[config.mk]
export PLATFORM = sky130hd
export DESIGN_NAME = i2s_receiver_flat
export DESIGN_NICKNAME = d
export VERILOG_FILES = /design/src/rtl/i2s_receiver_if.sv /design/src/rtl/i2s_receiver.sv /design/src/flat_wrapper.sv
export SDC_FILE = /design/constraint.sdc
export NUM_CORES = 1
export LEC_CHECK = 0
export ABC_AREA = 1
export ABC_CLOCK_PERIOD_IN_PS = 2000
export BUFFER_PORTS_ARGS = -buffer_cell sky130_fd_sc_hd__buf_2
export CAP_MARGIN = 20
export CORE_MARGIN = 10
export CORE_UTILIZATION = 30
export CTS_CLUSTER_DIAMETER = 40
export CTS_CLUSTER_SIZE = 16
export DETAILED_ROUTE_END_ITERATION = 12
export GPL_TIMING_DRIVEN = 0
export PLACE_DENSITY = 0.51
export REMOVE_ABC_BUFFERS = 1
export SLEW_MARGIN = 20
export SYNTH_ARGS = -nofsm -noshare
export SYNTH_HDL_FRONTEND = slang
export SYNTH_SLANG_ARGS = --single-unit
export TNS_END_PERCENT = 50
[constraint.sdc]
create_clock -name clk -period 2 [get_ports clk]
set_input_delay 0.2 -clock clk [delete_from_list [all_inputs] [get_ports clk]]
set_output_delay 0.2 -clock clk [all_outputs]
set_load 0.01 [all_outputs]
[src/rtl/i2s_receiver_if.sv]
// I2S receiver bus: serial pins in, reconstructed stereo samples and status out.
interface i2s_receiver_if #(
  parameter int unsigned WORD_SIZE = 24
);
  logic                 sclk;
  logic                 lrclk;
  logic                 sd;
  logic [WORD_SIZE-1:0] left_data;
  logic [WORD_SIZE-1:0] right_data;
  logic                 frame_valid;
  logic                 locked;

  modport master (
    output sclk, lrclk, sd,
    input  left_data, right_data, frame_valid, locked
  );

  modport slave (
    input  sclk, lrclk, sd,
    output left_data, right_data, frame_valid, locked
  );
endinterface

[src/rtl/i2s_receiver.sv]
// Standard-I2S receiver oversampling sclk/lrclk/sd in the clk domain; emits
// left/right pairs only once a complete left-then-right frame has been captured.
module i2s_receiver #(
  parameter int unsigned WORD_SIZE   = 24,
  parameter int unsigned SYNC_STAGES = 2
) (
  input logic           clk,
  input logic           nReset,
  i2s_receiver_if.slave bus
);

  localparam int unsigned CW = $clog2(WORD_SIZE + 1);

  localparam logic [1:0] ST_UNLOCKED = 2'd0;
  localparam logic [1:0] ST_SYNC     = 2'd1;
  localparam logic [1:0] ST_RUN      = 2'd2;

  logic [SYNC_STAGES-1:0] sclk_sync_q, lr_sync_q, sd_sync_q;
  logic                   sclk_dly_q;
  logic                   sclk_s, lr_s, sd_s, rise;

  logic [1:0]           state_q, state_d;
  logic                 lr_prev_q, lr_prev_d;
  logic [CW-1:0]        cnt_q, cnt_d;
  logic [WORD_SIZE-1:0] shreg_q, shreg_d;
  logic [WORD_SIZE-1:0] left_hold_q, left_hold_d;
  logic                 left_held_q, left_held_d;
  logic [WORD_SIZE-1:0] left_data_q, left_data_d;
  logic [WORD_SIZE-1:0] right_data_q, right_data_d;
  logic                 fv_q, fv_d;
  logic [WORD_SIZE-1:0] word;

  always_ff @(posedge clk or negedge nReset) begin
    if (!nReset) begin
      sclk_sync_q <= '0;
      lr_sync_q   <= '0;
      sd_sync_q   <= '0;
      sclk_dly_q  <= 1'b0;
    end else begin
      sclk_sync_q <= {sclk_sync_q[SYNC_STAGES-2:0], bus.sclk};
      lr_sync_q   <= {lr_sync_q[SYNC_STAGES-2:0], bus.lrclk};
      sd_sync_q   <= {sd_sync_q[SYNC_STAGES-2:0], bus.sd};
      sclk_dly_q  <= sclk_s;
    end
  end

  assign sclk_s = sclk_sync_q[SYNC_STAGES-1];
  assign lr_s   = lr_sync_q[SYNC_STAGES-1];
  assign sd_s   = sd_sync_q[SYNC_STAGES-1];
  assign rise   = sclk_s & ~sclk_dly_q;

  always_comb begin
    state_d      = state_q;
    lr_prev_d    = lr_prev_q;
    cnt_d        = cnt_q;
    shreg_d      = shreg_q;
    left_hold_d  = left_hold_q;
    left_held_d  = left_held_q;
    left_data_d  = left_data_q;
    right_data_d = right_data_q;
    fv_d         = 1'b0;

    // Current word including this rise's bit; no position matches once cnt saturates.
    word = shreg_q;
    for (int unsigned i = 0; i < WORD_SIZE; i++) begin
      if (32'(cnt_q) + i == WORD_SIZE - 1) word[i] = sd_s;
    end

    if (rise) begin
      lr_prev_d = lr_s;
      if (lr_s != lr_prev_q) begin
        cnt_d   = '0;
        shreg_d = '0;
        case (state_q)
          ST_UNLOCKED: state_d = ST_SYNC;
          ST_SYNC:     state_d = ST_RUN;
          ST_RUN: begin
            if (lr_s) begin
              left_hold_d = word;
              left_held_d = 1'b1;
            end else if (left_held_q) begin
              left_data_d  = left_hold_q;
              right_data_d = word;
              fv_d         = 1'b1;
              left_held_d  = 1'b0;
            end
          end
          default:     state_d = ST_UNLOCKED;
        endcase
      end else begin
        shreg_d = word;
        if (cnt_q != CW'(WORD_SIZE)) cnt_d = cnt_q + 1'b1;
      end
    end
  end

  always_ff @(posedge clk or negedge nReset) begin
    if (!nReset) begin
      state_q      <= ST_UNLOCKED;
      lr_prev_q    <= 1'b0;
      cnt_q        <= '0;
      shreg_q      <= '0;
      left_hold_q  <= '0;
      left_held_q  <= 1'b0;
      left_data_q  <= '0;
      right_data_q <= '0;
      fv_q         <= 1'b0;
    end else begin
      state_q      <= state_d;
      lr_prev_q    <= lr_prev_d;
      cnt_q        <= cnt_d;
      shreg_q      <= shreg_d;
      left_hold_q  <= left_hold_d;
      left_held_q  <= left_held_d;
      left_data_q  <= left_data_d;
      right_data_q <= right_data_d;
      fv_q         <= fv_d;
    end
  end

  assign bus.left_data   = left_data_q;
  assign bus.right_data  = right_data_q;
  assign bus.frame_valid = fv_q;
  assign bus.locked      = (state_q != ST_UNLOCKED);

endmodule

[src/flat_wrapper.sv]
// flat-port wrapper written by rule: the top's interface ports become plain ports
module i2s_receiver_flat 
#(
  parameter int unsigned WORD_SIZE   = 24,
  parameter int unsigned SYNC_STAGES = 2
)
  (clk, nReset, bus_sclk, bus_lrclk, bus_sd, bus_left_data, bus_right_data, bus_frame_valid, bus_locked);
  i2s_receiver_if #(.WORD_SIZE(WORD_SIZE)) bus_i ();
  input logic clk;
  input logic nReset;
  input wire logic [$bits(bus_i.sclk)-1:0] bus_sclk;
  input wire logic [$bits(bus_i.lrclk)-1:0] bus_lrclk;
  input wire logic [$bits(bus_i.sd)-1:0] bus_sd;
  output wire logic [$bits(bus_i.left_data)-1:0] bus_left_data;
  output wire logic [$bits(bus_i.right_data)-1:0] bus_right_data;
  output wire logic [$bits(bus_i.frame_valid)-1:0] bus_frame_valid;
  output wire logic [$bits(bus_i.locked)-1:0] bus_locked;
  assign bus_i.sclk = bus_sclk;
  assign bus_i.lrclk = bus_lrclk;
  assign bus_i.sd = bus_sd;
  assign bus_left_data = bus_i.left_data;
  assign bus_right_data = bus_i.right_data;
  assign bus_frame_valid = bus_i.frame_valid;
  assign bus_locked = bus_i.locked;
  i2s_receiver #(.WORD_SIZE(WORD_SIZE), .SYNC_STAGES(SYNC_STAGES)) u_core (.clk(clk), .nReset(nReset), .bus(bus_i));
endmodule
Word-level counts from Yosys, hierarchy flattened
Index checks and enable logic that the tools add are counted.
{ "classes": {"n_mux": 34, "n_eq_ne": 28, "reduce_logical": 8, "add_sub_neg": 24, "bitwise_logic": 4} }
{ "ops": {"columns": ["op", "count"], "rows": [
  ["equality test 32 x 5 -> 1 bit, second input constant", 23],
  ["adder 5 x 4 -> 6 bit, second input constant", 8],
  ["adder 5 x 5 -> 6 bit, second input constant", 8],
  ["two-way mux 1 bit", 30],
  ["adder 5 x 3 -> 6 bit, second input constant", 4],
  ["two-way mux 24 bit", 1],
  ["adder 5 x 2 -> 6 bit, second input constant", 2],
  ["two-way mux 5 bit", 2],
  ["adder 5 x 1 -> 6 bit, second input constant", 1],
  ["one-hot mux 2 bit (3 select lines)", 1],
  ["AND reduction 3 bit", 2],
  ["adder 5 x 1 -> 5 bit, second input constant", 1],
  ["equality test 5 bit, second input constant", 1],
  ["inequality test 5 bit, second input constant", 1],
  ["AND reduction 5 bit", 1],
  ["AND reduction 4 bit", 1],
  ["nonzero test 2 bit", 2],
  ["inverter 1 bit", 3],
  ["equality test 2 x 1 -> 1 bit, second input constant", 1],
  ["equality test 2 bit, second input constant", 1],
  ["zero test 2 bit", 1],
  ["AND reduction 2 bit", 1],
  ["bitwise AND 1 bit", 1],
  ["inequality test 1 bit", 1]
]} }
{ "totals": {"output_inout_bits": 50, "register_bits": 113} }

Longest topological paths before layout
Gate-level depths: netlist of run 1.
{ "depth": {"word_depth": 5, "ltp_mapped": 12, "mapped_depth_nobuf": 12} }

Least setup slack after synthesis of run 1
No wires, ideal clock.
{ "synth_path": {"kind": "register to register", "start": "register u_core.cnt_q[3]", "end": "register u_core.shreg_q[11]", "setup_ps": 118, "required_time_ps": 1882, "t_arrival_ps": 1622, "synth_period_minus_slack_ps": 1740, "stages_incl_launch_ff": 11, "slack_ps": 260, "n_path_buf": 2, "path_cell_list": "dfrtp_1 -> buf_2 -> inv_1 -> buf_2 -> ha_1 -> nand2_1 -> nand2_1 -> nor3_1 -> nand4_1 -> nand3_1 -> nand2_1"} }
{ "synth_between": {"elab_chain_len": 4} }
{ "synth_lines": {"columns": ["element", "line_no", "text"], "rows": [
  ["start: declaration", "i2s_receiver.sv:24", "logic [CW-1:0] cnt_q, cnt_d;"],
  ["start signal: assignment", "i2s_receiver.sv:111", "cnt_q <= cnt_d;"],
  ["adder 5 x 4 -> 6 bit", "i2s_receiver.sv:66", "if (32'(cnt_q) + i == WORD_SIZE - 1) word[i] = sd_s;"],
  ["equality test 32 x 5 -> 1 bit", "i2s_receiver.sv:66", null],
  ["two-way mux 1 bit", "i2s_receiver.sv:66", null],
  ["two-way mux 24 bit", "i2s_receiver.sv:71", "if (lr_s != lr_prev_q) begin"],
  ["end signal: assignment", "i2s_receiver.sv:112", "shreg_q <= shreg_d;"],
  ["end: declaration", "i2s_receiver.sv:25", "logic [WORD_SIZE-1:0] shreg_q, shreg_d;"]
]} }
No other way between the ends.
A chain may end at the register's enable or synchronous reset.

Final worst setup path of run 1
{ "layout_path": {"start": "register u_core.cnt_q[4]", "end": "register u_core.left_hold_q[23]"} }
{ "layout_between": {"elab_chain_len": 3} }
{ "layout_lines": {"columns": ["element", "line_no", "text"], "rows": [
  ["adder 5 x 5 -> 6 bit", "i2s_receiver.sv:66", null],
  ["equality test 32 x 5 -> 1 bit", "i2s_receiver.sv:66", null],
  ["two-way mux 1 bit", "i2s_receiver.sv:66", null],
  ["end signal: assignment", "i2s_receiver.sv:113", "left_hold_q <= left_hold_d;"],
  ["end: declaration", "i2s_receiver.sv:26", "logic [WORD_SIZE-1:0] left_hold_q, left_hold_d;"]
]} }
No other way between the ends.

==> results of run 1 <==
==> what timing repair did <==
item                       4_1_cts  5_1_grt
cloned                           2        3
setup buffers                    5       15
hold buffers                     4        0
resized for setup               19       17
hold endpoints to repair        54        0
setup endpoints to repair      103       84
pin swaps                        1        2
==> stage by stage <==
stage	worst slack, ps	TNS, ps	hold WS (ps)	instance area [µm²]	util
2_1_floorplan	-135	-4410	-95.6	5370	-
3_3_place_gp	-1270	-182990	308	5930	0.330
5_1_grt	27.5	0	345	6970	0.388
4_1_cts	17.8	0	322	6760	0.376
6_report	160	0	308	6970	0.388
3_5_place_dp	-921	-67330	193	5990	0.334
==> worst max-delay path: stages, from the launching register on <==
cell	delay (ps)
sky130_fd_sc_hd__dfrtp_4	510
sky130_fd_sc_hd__clkinvlp_4	130
sky130_fd_sc_hd__ha_1	280
sky130_fd_sc_hd__a21oi_2	240
sky130_fd_sc_hd__o21ai_0	160
sky130_fd_sc_hd__nor2_1	130
sky130_fd_sc_hd__nand2_1	90
sky130_fd_sc_hd__nand3_1	130
sky130_fd_sc_hd__nand2_1	50
==> cell type report <==
| cell class | count | area [µm²] |
|---|---|---|
| repair buffers | 81 | 549 |
| clock buffers | 28 | 557 |
| fillers | 1874 | 11000 |
| clock inverters | 3 | 65.1 |
| well taps | 229 | 287 |
| flip-flops and latches | 113 | 2840 |
| multi-input cells | 514 | 2430 |
| inverters | 60 | 244 |
==> synthesized netlist by cell type, drive strengths merged <==
cell type / instances
a21oi: 4
a22o: 3
a31oi: 1
buf: 14
clkbuf: 13
clkinv: 2
dfrtp: 113
ha: 14
inv: 58
nand2: 306
nand3: 89
nand3b: 1
nand4: 7
nor2: 34
nor3: 2
o211ai: 1
o21ai: 36
o21bai: 4
o22ai: 2
o31ai: 1
xnor2: 1
xor2: 3
==> sequential cells by signal, summed over array words and instances (netlist names) <==
register / count
u_core.bus.right_data: 24
u_core.sd_sync_q: 2
u_core.sclk_sync_q: 2
u_core.lr_sync_q: 2
u_core.left_held_q: 1
u_core.state_q: 2
u_core.lr_prev_q: 1
u_core.left_hold_q: 24
u_core.bus.frame_valid: 1
u_core.bus.left_data: 24
u_core.cnt_q: 5
u_core.shreg_q: 24
u_core.sclk_dly_q: 1
==> routing by layer <==
layer / up-vias / share of wire
li1: 2417 / -
met1: 2198 / 0.47
met2: 103 / 0.45
met3: 12 / 0.058
met4: 0 / 0.014
met5: - / 0
==> kinds of logic after synthesis <==
| kind of cell | after synthesis | share of synthesized area |
|---|---|---|
| and+or+nand+nor | 439 | 0.331 |
| DFF | 113 | 0.515 |
| buffers and inverters | 87 | 0.0629 |
| AOI/OAI and AO/OA | 52 | 0.0528 |
| adders and majority gates | 14 | 0.0319 |
| xor gates and xnor gates | 4 | 0.00638 |
==> report_power, final <==
part           switching (mW)  leakage, nW  total [mW]  internal, mW
logic                   0.433         1.93       0.632         0.199
clock network            1.02        0.309        3.14          2.13
registers               0.115         1.54        2.52          2.40
total                    1.56         3.78        6.29          4.73
==> path summary, 6_finish.rpt <==
check / start / to / slack [ps] / cells after the start
worst min register to register: u_core.sd_sync_q[0] / u_core.sd_sync_q[1] / 340 / 0
worst max-delay path: u_core.cnt_q[4] / u_core.left_hold_q[23] / 160 / 8
max in group asynchronous: nReset / u_core.lr_sync_q[1] / 980 / 3
min in group clk: u_core.sd_sync_q[0] / u_core.sd_sync_q[1] / 340 / 0
worst max register to register: u_core.cnt_q[4] / u_core.left_hold_q[23] / 160 / 8
worst min-delay path: nReset / u_core.bus.left_data[13] / 310 / 2
==> flow_metrics.py, run 1 <==
metrics = {
    "power_and_ir_drop": {
        "leakagePower_nw": 3.78,
        "pwr_density_cell_nw_per_um2": 902,
        "report.power.total_mw": 6.29,
        "worst_ir_drop_vdd_v": 0.000554,
    },
    "synthesis": {
        "synthDominantAreaCellType": "sky130_fd_sc_hd__dfrtp_1",
        "syn_area_per_cell_um2": 7.75,
        "synth_sequential_area_ratio": 0.515,
        "ys_ff_latch": 113,
        "post_synth_main_area_contributors": "sky130_fd_sc_hd__dfrtp_1 (51%), sky130_fd_sc_hd__nand2_1 (21%), sky130_fd_sc_hd__nand3_1 (8.0%)",
        "post_synth_instance_area_um2": 5490,
        "yosys.cell_types.count": 30,
        "synth.yosys.warnings": 0,
        "yosys.area.top_type_share": 0.515,
        "synthCells": 709,
    },
    "detailed_routing": {
        "wl_per_cell_um": 14.8,
        "via_count": 4730,
        "drtIter0Drc": 333,
        "detail-route-antenna-nets": 0,
        "drc": 0,
        "detail_route.vias_per_cell": 4.60,
        "routed_wirelength_um": 15300,
        "dr.pass1.iters": 5,
    },
    "placed_design": {
        "dp_cells": 968,
        "place_congestion": 0.843,
        "io_buffer_count": 54,
        "dpl.hpwl_um": 8920,
    },
    "die": {
        "y_dimension_of_the_die_um": 155,
        "boundaryPins": 55,
        "fp-row-count": 49,
        "coreArea_um2": 18000,
        "die_area_um2": 24100,
        "initial_util": 0.306,
        "floorplan.die.width_um": 155,
    },
    "worst_setup_path": {
        "start_kind": "flip-flop",
        "worst-path-max-fanout": 11,
        "critPathKind": "reg2reg",
        "timing.critical_path.required_ps": 2300,
        "worstPathArrival_ps": 2140,
        "setup.worst_path.end_class": "flip-flop",
    },
    "cts": {
        "cts_max_path_buffers": 2,
        "clockRootBuffer": "sky130_fd_sc_hd__clkbuf_16",
        "tritoncts.num_buffers": 17,
        "worst_setup_hold_path_clk_slew_ps": 50,
        "htree_levels": 4,
        "cts_tree": "built",
        "clk_latency_ps": 410,
        "cts_num_sinks": 113,
    },
    "finish": {
        "layout-area-overhead-vs-synth_pct": 27.0,
        "mostFrequentLayoutCell": "sky130_fd_sc_hd__nand2_1",
        "most_frequent_cells_in_the_layout": "sky130_fd_sc_hd__nand2_1 (304), sky130_fd_sc_hd__dfrtp_1 (107), sky130_fd_sc_hd__nand3_1 (88), sky130_fd_sc_hd__buf_2 (53), sky130_fd_sc_hd__inv_1 (51)",
        "antennaDiodeCount": 0,
        "nNetsFinal": 806,
        "drive_above_1_share": 0.173,
        "finish.cell_count_without_fillers": 1028,
    },
    "sta": {
        "setup_viol_count_final": 0,
        "finalClockSkew_ps": 7.13,
        "slew-limit-headroom": 0.497,
        "fin_crit_sh": 0.920,
        "rsz0062_at_grt": "false",
        "achievable-frequency_mhz": 543,
        "timing_max_transition_violations_final": 0,
        "final.min_clock_period_ps": 1840,
        "hold_viol_final": 0,
        "worst-slew-pin-transition_ps": 754,
    },
    "grt": {
        "grt_start_max_net_pins": 63,
        "grt_antenna_before_repair": 0,
        "first_pass_grt_wire_length_um": 24500,
        "global_route.peak_usage_layer": "met2",
        "vias_in_the_first_global_route": 4634,
        "grt_util_met2": 0.198,
        "grt.overflow.total": 0,
        "globalRouteTotalUtil": 0.126,
        "global_route_met3_utilization": 0.0389,
        "grt_use_met1": 0.164,
    },
    "flow_run": {
        "maxCapViolCount": 0,
    },
    "outcome": {
        "status": "complete, no violations",
    },
    "min_path": {
        "min-delay-path-class": "in2async",
    },
}
Power figures use the tool's default switching activity.
==> inputs of run 2 (changes only) <==
Settings changed: PLACE_DENSITY 0.51 to not set.
==> flow_metrics.py, run 2 (same netlist as run 1, synthesis figures left out) <==
metrics = {
    "outcome": {
        "status": "complete, no violations",
    },
    "grt": {
        "grt_start_max_net_pins": 64,
        "grt_antenna_before_repair": 0,
        "globalRouteTotalUtil": 0.123,
        "vias_in_the_first_global_route": 4653,
        "first_pass_grt_wire_length_um": 23900,
        "grt.overflow.total": 0,
    },
    "power_and_ir_drop": {
        "pwr_density_cell_nw_per_um2": 864,
        "leakagePower_nw": 3.73,
        "internal_power_mw": 4.38,
        "sw_pwr_mw": 1.59,
        "worst_ir_drop_vdd_v": 0.000625,
        "power_frac_comb": 0.108,
        "switching_share": 0.266,
        "power.clock.fraction": 0.467,
        "seq_power_share": 0.425,
        "report.power.total_mw": 5.97,
    },
    "cts": {
        "worst_setup_hold_path_clk_slew_ps": 50,
        "clockRootBuffer": "sky130_fd_sc_hd__clkbuf_16",
        "clk_latency_ps": 420,
        "cts_tree": "built",
        "tritoncts.num_buffers": 17,
        "htree_levels": 4,
        "cts_num_sinks": 113,
        "cts_max_path_buffers": 2,
    },
    "die": {
        "die_area_um2": 24100,
        "floorplan.die.width_um": 155,
        "fp-row-count": 49,
        "y_dimension_of_the_die_um": 155,
        "initial_util": 0.306,
        "boundaryPins": 55,
        "coreArea_um2": 18000,
    },
    "worst_setup_path": {
        "critPathKind": "reg2reg",
        "start_kind": "flip-flop",
        "timing.critical_path.required_ps": 2340,
        "worstPathArrival_ps": 2230,
        "worst-path-max-fanout": 13,
        "setup.worst_path.end_class": "flip-flop",
    },
    "detailed_routing": {
        "routed_wirelength_um": 15500,
        "detail_route.vias_per_cell": 4.67,
        "dr.pass1.iters": 4,
        "met3WireLength_um": 791,
        "drc": 0,
        "drtIter0Drc": 281,
        "wirelength_met1_um": 7160,
        "detail-route-antenna-nets": 0,
        "via_count": 4788,
        "wl_per_cell_um": 15.1,
        "detailroute.wirelength.met2_um": 7390,
        "top_layer_used": "met4",
    },
    "finish": {
        "drive_above_1_share": 0.172,
        "fillerInstances": 1851,
        "layout-area-overhead-vs-synth_pct": 25.9,
        "nNetsFinal": 804,
        "post-route-cell-area_um2": 6910,
        "mostFrequentLayoutCell": "sky130_fd_sc_hd__nand2_1",
        "multiInputGateArea_um2": 2470,
        "antennaDiodeCount": 0,
        "sequential_cell_area_um2": 2840,
        "most_frequent_cells_in_the_layout": "sky130_fd_sc_hd__nand2_1 (304), sky130_fd_sc_hd__dfrtp_1 (107), sky130_fd_sc_hd__nand3_1 (87), sky130_fd_sc_hd__buf_2 (53), sky130_fd_sc_hd__inv_1 (51)",
    },
    "sta": {
        "setup_viol_count_final": 0,
        "achievable-frequency_mhz": 528,
        "timing_max_transition_violations_final": 0,
        "final.min_clock_period_ps": 1890,
        "hold_viol_final": 0,
        "fin_crit_sh": 0.947,
        "worst-slew-pin-transition_ps": 768,
        "finalClockSkew_ps": 9.62,
        "slew-limit-headroom": 0.487,
    },
    "placed_design": {
        "post_dp_cell_area_um2": 5990,
        "dpl.hpwl_um": 8810,
        "io_buffer_count": 54,
        "place_congestion": 0.829,
    },
    "flow_run": {
        "maxCapViolCount": 0,
    },
    "min_path": {
        "min-delay-path-class": "in2async",
    },
}
==> run 2: layout make-up <==
| class | instances | area share |
|---|---|---|
| inverters | 60 | 0.0362 |
| multi-input cells | 515 | 0.357 |
| clock inverters | 7 | 0.00869 |
| well taps | 229 | 0.0414 |
| flip-flops and latches | 113 | 0.411 |
| repair buffers | 78 | 0.0762 |
| clock buffers | 23 | 0.0691 |
==> run 2: stage by stage <==
step / hold WS (ps) / setup slack (ps) / util / instances / TNS, ps
finish: 294 / 107 / 0.385 / 1025 / 0
global placement: 309 / -1200 / 0.330 / 965 / -177370
global route: 332 / -15.1 / 0.385 / 1025 / -36.1
detailed placement: 186 / -876 / 0.334 / 968 / -62040
CTS: 304 / 11.1 / 0.371 / 1007 / 0
floorplan: -95.6 / -135 / - / 682 / -4410
==> run 2: timing repair <==
item / in CTS / in global routing
pin swaps: 1 / 3
setup buffers: 3 / 14
gates resized for setup: 20 / 23
endpoints found under the setup margin: 103 / 91
hold endpoints to repair: 53 / 0
hold buffers: 4 / 0
cloned: 2 / 4
==> run 2: metal layers <==
| layer | vias up | GRT usage |
|---|---|---|
| met1 | 2264 | 0.153 |
| li1 | 2420 | - |
| met2 | 93 | 0.198 |
| met5 | - | 0 |
| met4 | 0 | 0.0392 |
| met3 | 11 | 0.0408 |
==> run 2: final timing paths <==
kind | from | end | slack, ps | cells after the start
min | nReset | u_core.bus.right_data[9] | 290 | 2
max reg2reg | u_core.lr_sync_q[1] | u_core.left_hold_q[22] | 110 | 9
min reg2reg | u_core.sclk_sync_q[0] | u_core.sclk_sync_q[1] | 350 | 0
max | u_core.lr_sync_q[1] | u_core.left_hold_q[22] | 110 | 9
min in group clk | u_core.sclk_sync_q[0] | u_core.sclk_sync_q[1] | 350 | 0
max in group asynchronous | nReset | u_core.cnt_q[3] | 1020 | 3
==> run 2: critical path, stage by stage, from the launching register on <==
cell                      delay [ps]
sky130_fd_sc_hd__dfrtp_2         410
sky130_fd_sc_hd__inv_4           130
sky130_fd_sc_hd__nand2_1          90
sky130_fd_sc_hd__nand2_1          80
sky130_fd_sc_hd__nor2_2          150
sky130_fd_sc_hd__nand2_2         210
sky130_fd_sc_hd__nor2_4          280
sky130_fd_sc_hd__buf_4           290
sky130_fd_sc_hd__nand3_1         100
sky130_fd_sc_hd__o21ai_0          80
==> run 2: power by group through the flow <==
stage	clock network, mW	registers (mW)	logic, mW
2_1_floorplan	0	2.52	0.352
3_3_place_gp	0	2.52	0.540
3_5_place_dp	0	2.52	0.558
4_1_cts	2.85	2.50	0.590
5_1_grt	2.96	2.55	0.736
6_report	2.79	2.54	0.647
==> inputs of run 3 (changes only) <==
Settings changed: CORE_UTILIZATION 30 to 50, PLACE_DENSITY set to 0.69.
==> flow_metrics.py, run 3 (same netlist as run 1, synthesis figures left out) <==
metrics = {
    "grt": {
        "grt_start_max_net_pins": 60,
        "first_pass_grt_wire_length_um": 24300,
        "vias_in_the_first_global_route": 4757,
        "globalRouteTotalUtil": 0.191,
        "grt.overflow.total": 0,
        "grt_antenna_before_repair": 0,
    },
    "finish": {
        "most_frequent_cells_in_the_layout": "sky130_fd_sc_hd__nand2_1 (304), sky130_fd_sc_hd__dfrtp_1 (107), sky130_fd_sc_hd__nand3_1 (88), sky130_fd_sc_hd__buf_2 (53), sky130_fd_sc_hd__inv_1 (51)",
        "sequential_cell_area_um2": 2840,
        "fillerInstances": 959,
        "antennaDiodeCount": 0,
        "mostFrequentLayoutCell": "sky130_fd_sc_hd__nand2_1",
        "multiInputGateArea_um2": 2420,
        "nNetsFinal": 804,
        "final_standard_cell_utilization_of_the_core": 0.635,
        "drive_above_1_share": 0.174,
        "layout-area-overhead-vs-synth_pct": 24.7,
    },
    "cts": {
        "cts_max_path_buffers": 2,
        "clockRootBuffer": "sky130_fd_sc_hd__clkbuf_8",
        "worst_setup_hold_path_clk_slew_ps": 60,
        "clk_latency_ps": 530,
        "cts_num_sinks": 113,
        "tritoncts.num_buffers": 17,
        "htree_levels": 4,
        "cts_tree": "built",
    },
    "sta": {
        "fin_crit_sh": 0.936,
        "final.min_clock_period_ps": 1870,
        "slew-limit-headroom": 0.425,
        "timing_max_transition_violations_final": 0,
        "whs_ps": 194,
        "finalClockSkew_ps": 4.29,
        "achievable-frequency_mhz": 534,
        "hold_viol_final": 0,
        "setup_viol_count_final": 0,
        "setup_slack_ps": 128,
        "worst-slew-pin-transition_ps": 862,
        "rsz0062_at_grt": "true",
    },
    "worst_setup_path": {
        "worstPathArrival_ps": 2340,
        "setup.worst_path.end_class": "flip-flop",
        "cpMaxStageDelayCell": "sky130_fd_sc_hd__dfrtp_2",
        "critPathTopFamily": "simple AND/OR/NAND/NOR gates",
        "worst-path-max-fanout": 20,
        "start_kind": "flip-flop",
        "cp_common_cell": "sky130_fd_sc_hd__nand2_1",
        "timing.critical_path.slowest_cell_delay_ps": 430,
        "timing.critical_path.required_ps": 2470,
        "worstPathCellList": "inv_4 -> nand2_1 -> nand2_1 -> nor2_2 -> nand2_2 -> nor3_4 -> buf_12 -> buf_8 -> nand3_1 -> nand2_1",
        "critPathKind": "reg2reg",
        "timing.critical_path.buf_inv": 3,
    },
    "die": {
        "y_dimension_of_the_die_um": 125,
        "initial_util": 0.509,
        "fp-row-count": 38,
        "die_area_um2": 15600,
        "floorplan.die.width_um": 125,
        "boundaryPins": 55,
        "coreArea_um2": 10800,
    },
    "power_and_ir_drop": {
        "pwr_density_cell_nw_per_um2": 917,
        "leakagePower_nw": 3.76,
        "worst_ir_drop_vdd_v": 0.000702,
    },
    "detailed_routing": {
        "detail-route-antenna-nets": 0,
        "drtIter0Drc": 414,
        "routed_wirelength_um": 15500,
        "detail_route.vias_per_cell": 5.20,
        "via_count": 4882,
        "drc": 0,
        "wl_per_cell_um": 16.6,
        "dr.pass1.iters": 5,
    },
    "placed_design": {
        "post-place-ws_ps": -916,
        "place_congestion": 0.828,
        "io_buffer_count": 54,
        "dpl.hpwl_um": 8790,
    },
    "min_path": {
        "min-delay-path-class": "in2async",
    },
    "flow_run": {
        "maxCapViolCount": 0,
    },
    "outcome": {
        "status": "complete, no violations",
    },
}
-- run 3: cell type report --
cell class / count / area share
clock inverters: 10 / 0.0190
clock buffers: 22 / 0.0705
flip-flops and latches: 113 / 0.415
repair buffers: 79 / 0.0804
inverters: 60 / 0.0362
well taps: 140 / 0.0256
multi-input cells: 514 / 0.353
-- run 3: report_power, final --
group | internal (mW) | switching [mW]
registers | 2.40 | 0.120
clock network | 2.05 | 1.07
logic | 0.200 | 0.438
-- run 3: worst paths after layout --
| kind | start | end | slack [ps] | cells after the start |
|---|---|---|---|---|
| worst max-delay path | u_core.lr_sync_q[1] | u_core.bus.right_data[7] | 130 | 10 |
| worst min-delay path | nReset | u_core.shreg_q[0] | 190 | 2 |
| worst max register to register | u_core.lr_sync_q[1] | u_core.bus.right_data[7] | 130 | 10 |
| worst min register to register | u_core.sd_sync_q[0] | u_core.sd_sync_q[1] | 350 | 0 |
| max in group asynchronous | nReset | u_core.cnt_q[3] | 1120 | 3 |
| min in group clk | bus_sclk | u_core.sclk_sync_q[0] | 310 | 2 |
-- run 3: routing by layer --
layer,global-route usage,part of all wire,vias to the layer above
li1,-,-,2411
met1,0.244,0.46,2328
met2,0.305,0.47,120
met3,0.0468,0.055,23
met4,0.0772,0.015,0
met5,0,0,-
-- run 3: repair_timing --
item                       in CTS  in global routing
setup endpoints to repair     103                 90
pin swaps                       1                  5
hold buffers                    4                  0
gates cloned                    2                  3
buffers inserted                5                 13
hold endpoints to repair       57                  0
resized for setup              21                 15
-- run 3: worst register-to-register path, cell delays in order (launching register included) --
cell                      delay [ps]
sky130_fd_sc_hd__dfrtp_2         430
sky130_fd_sc_hd__inv_4           130
sky130_fd_sc_hd__nand2_1         100
sky130_fd_sc_hd__nand2_1          80
sky130_fd_sc_hd__nor2_2          140
sky130_fd_sc_hd__nand2_2         200
sky130_fd_sc_hd__nor3_4          250
sky130_fd_sc_hd__buf_12          150
sky130_fd_sc_hd__buf_8           170
sky130_fd_sc_hd__nand3_1         100
sky130_fd_sc_hd__nand2_1          70
-- run 3: per-stage QoR --
stage	total power [mW]	TNS [ps]	instances	area (µm²)
2_1_floorplan	2.87	-4410	682	5370
3_3_place_gp	3.05	-152950	876	5820
3_5_place_dp	3.08	-64240	879	5880
4_1_cts	6.24	0	922	6650
5_1_grt	6.51	-30.9	938	6850
6_report	6.28	0	938	6850
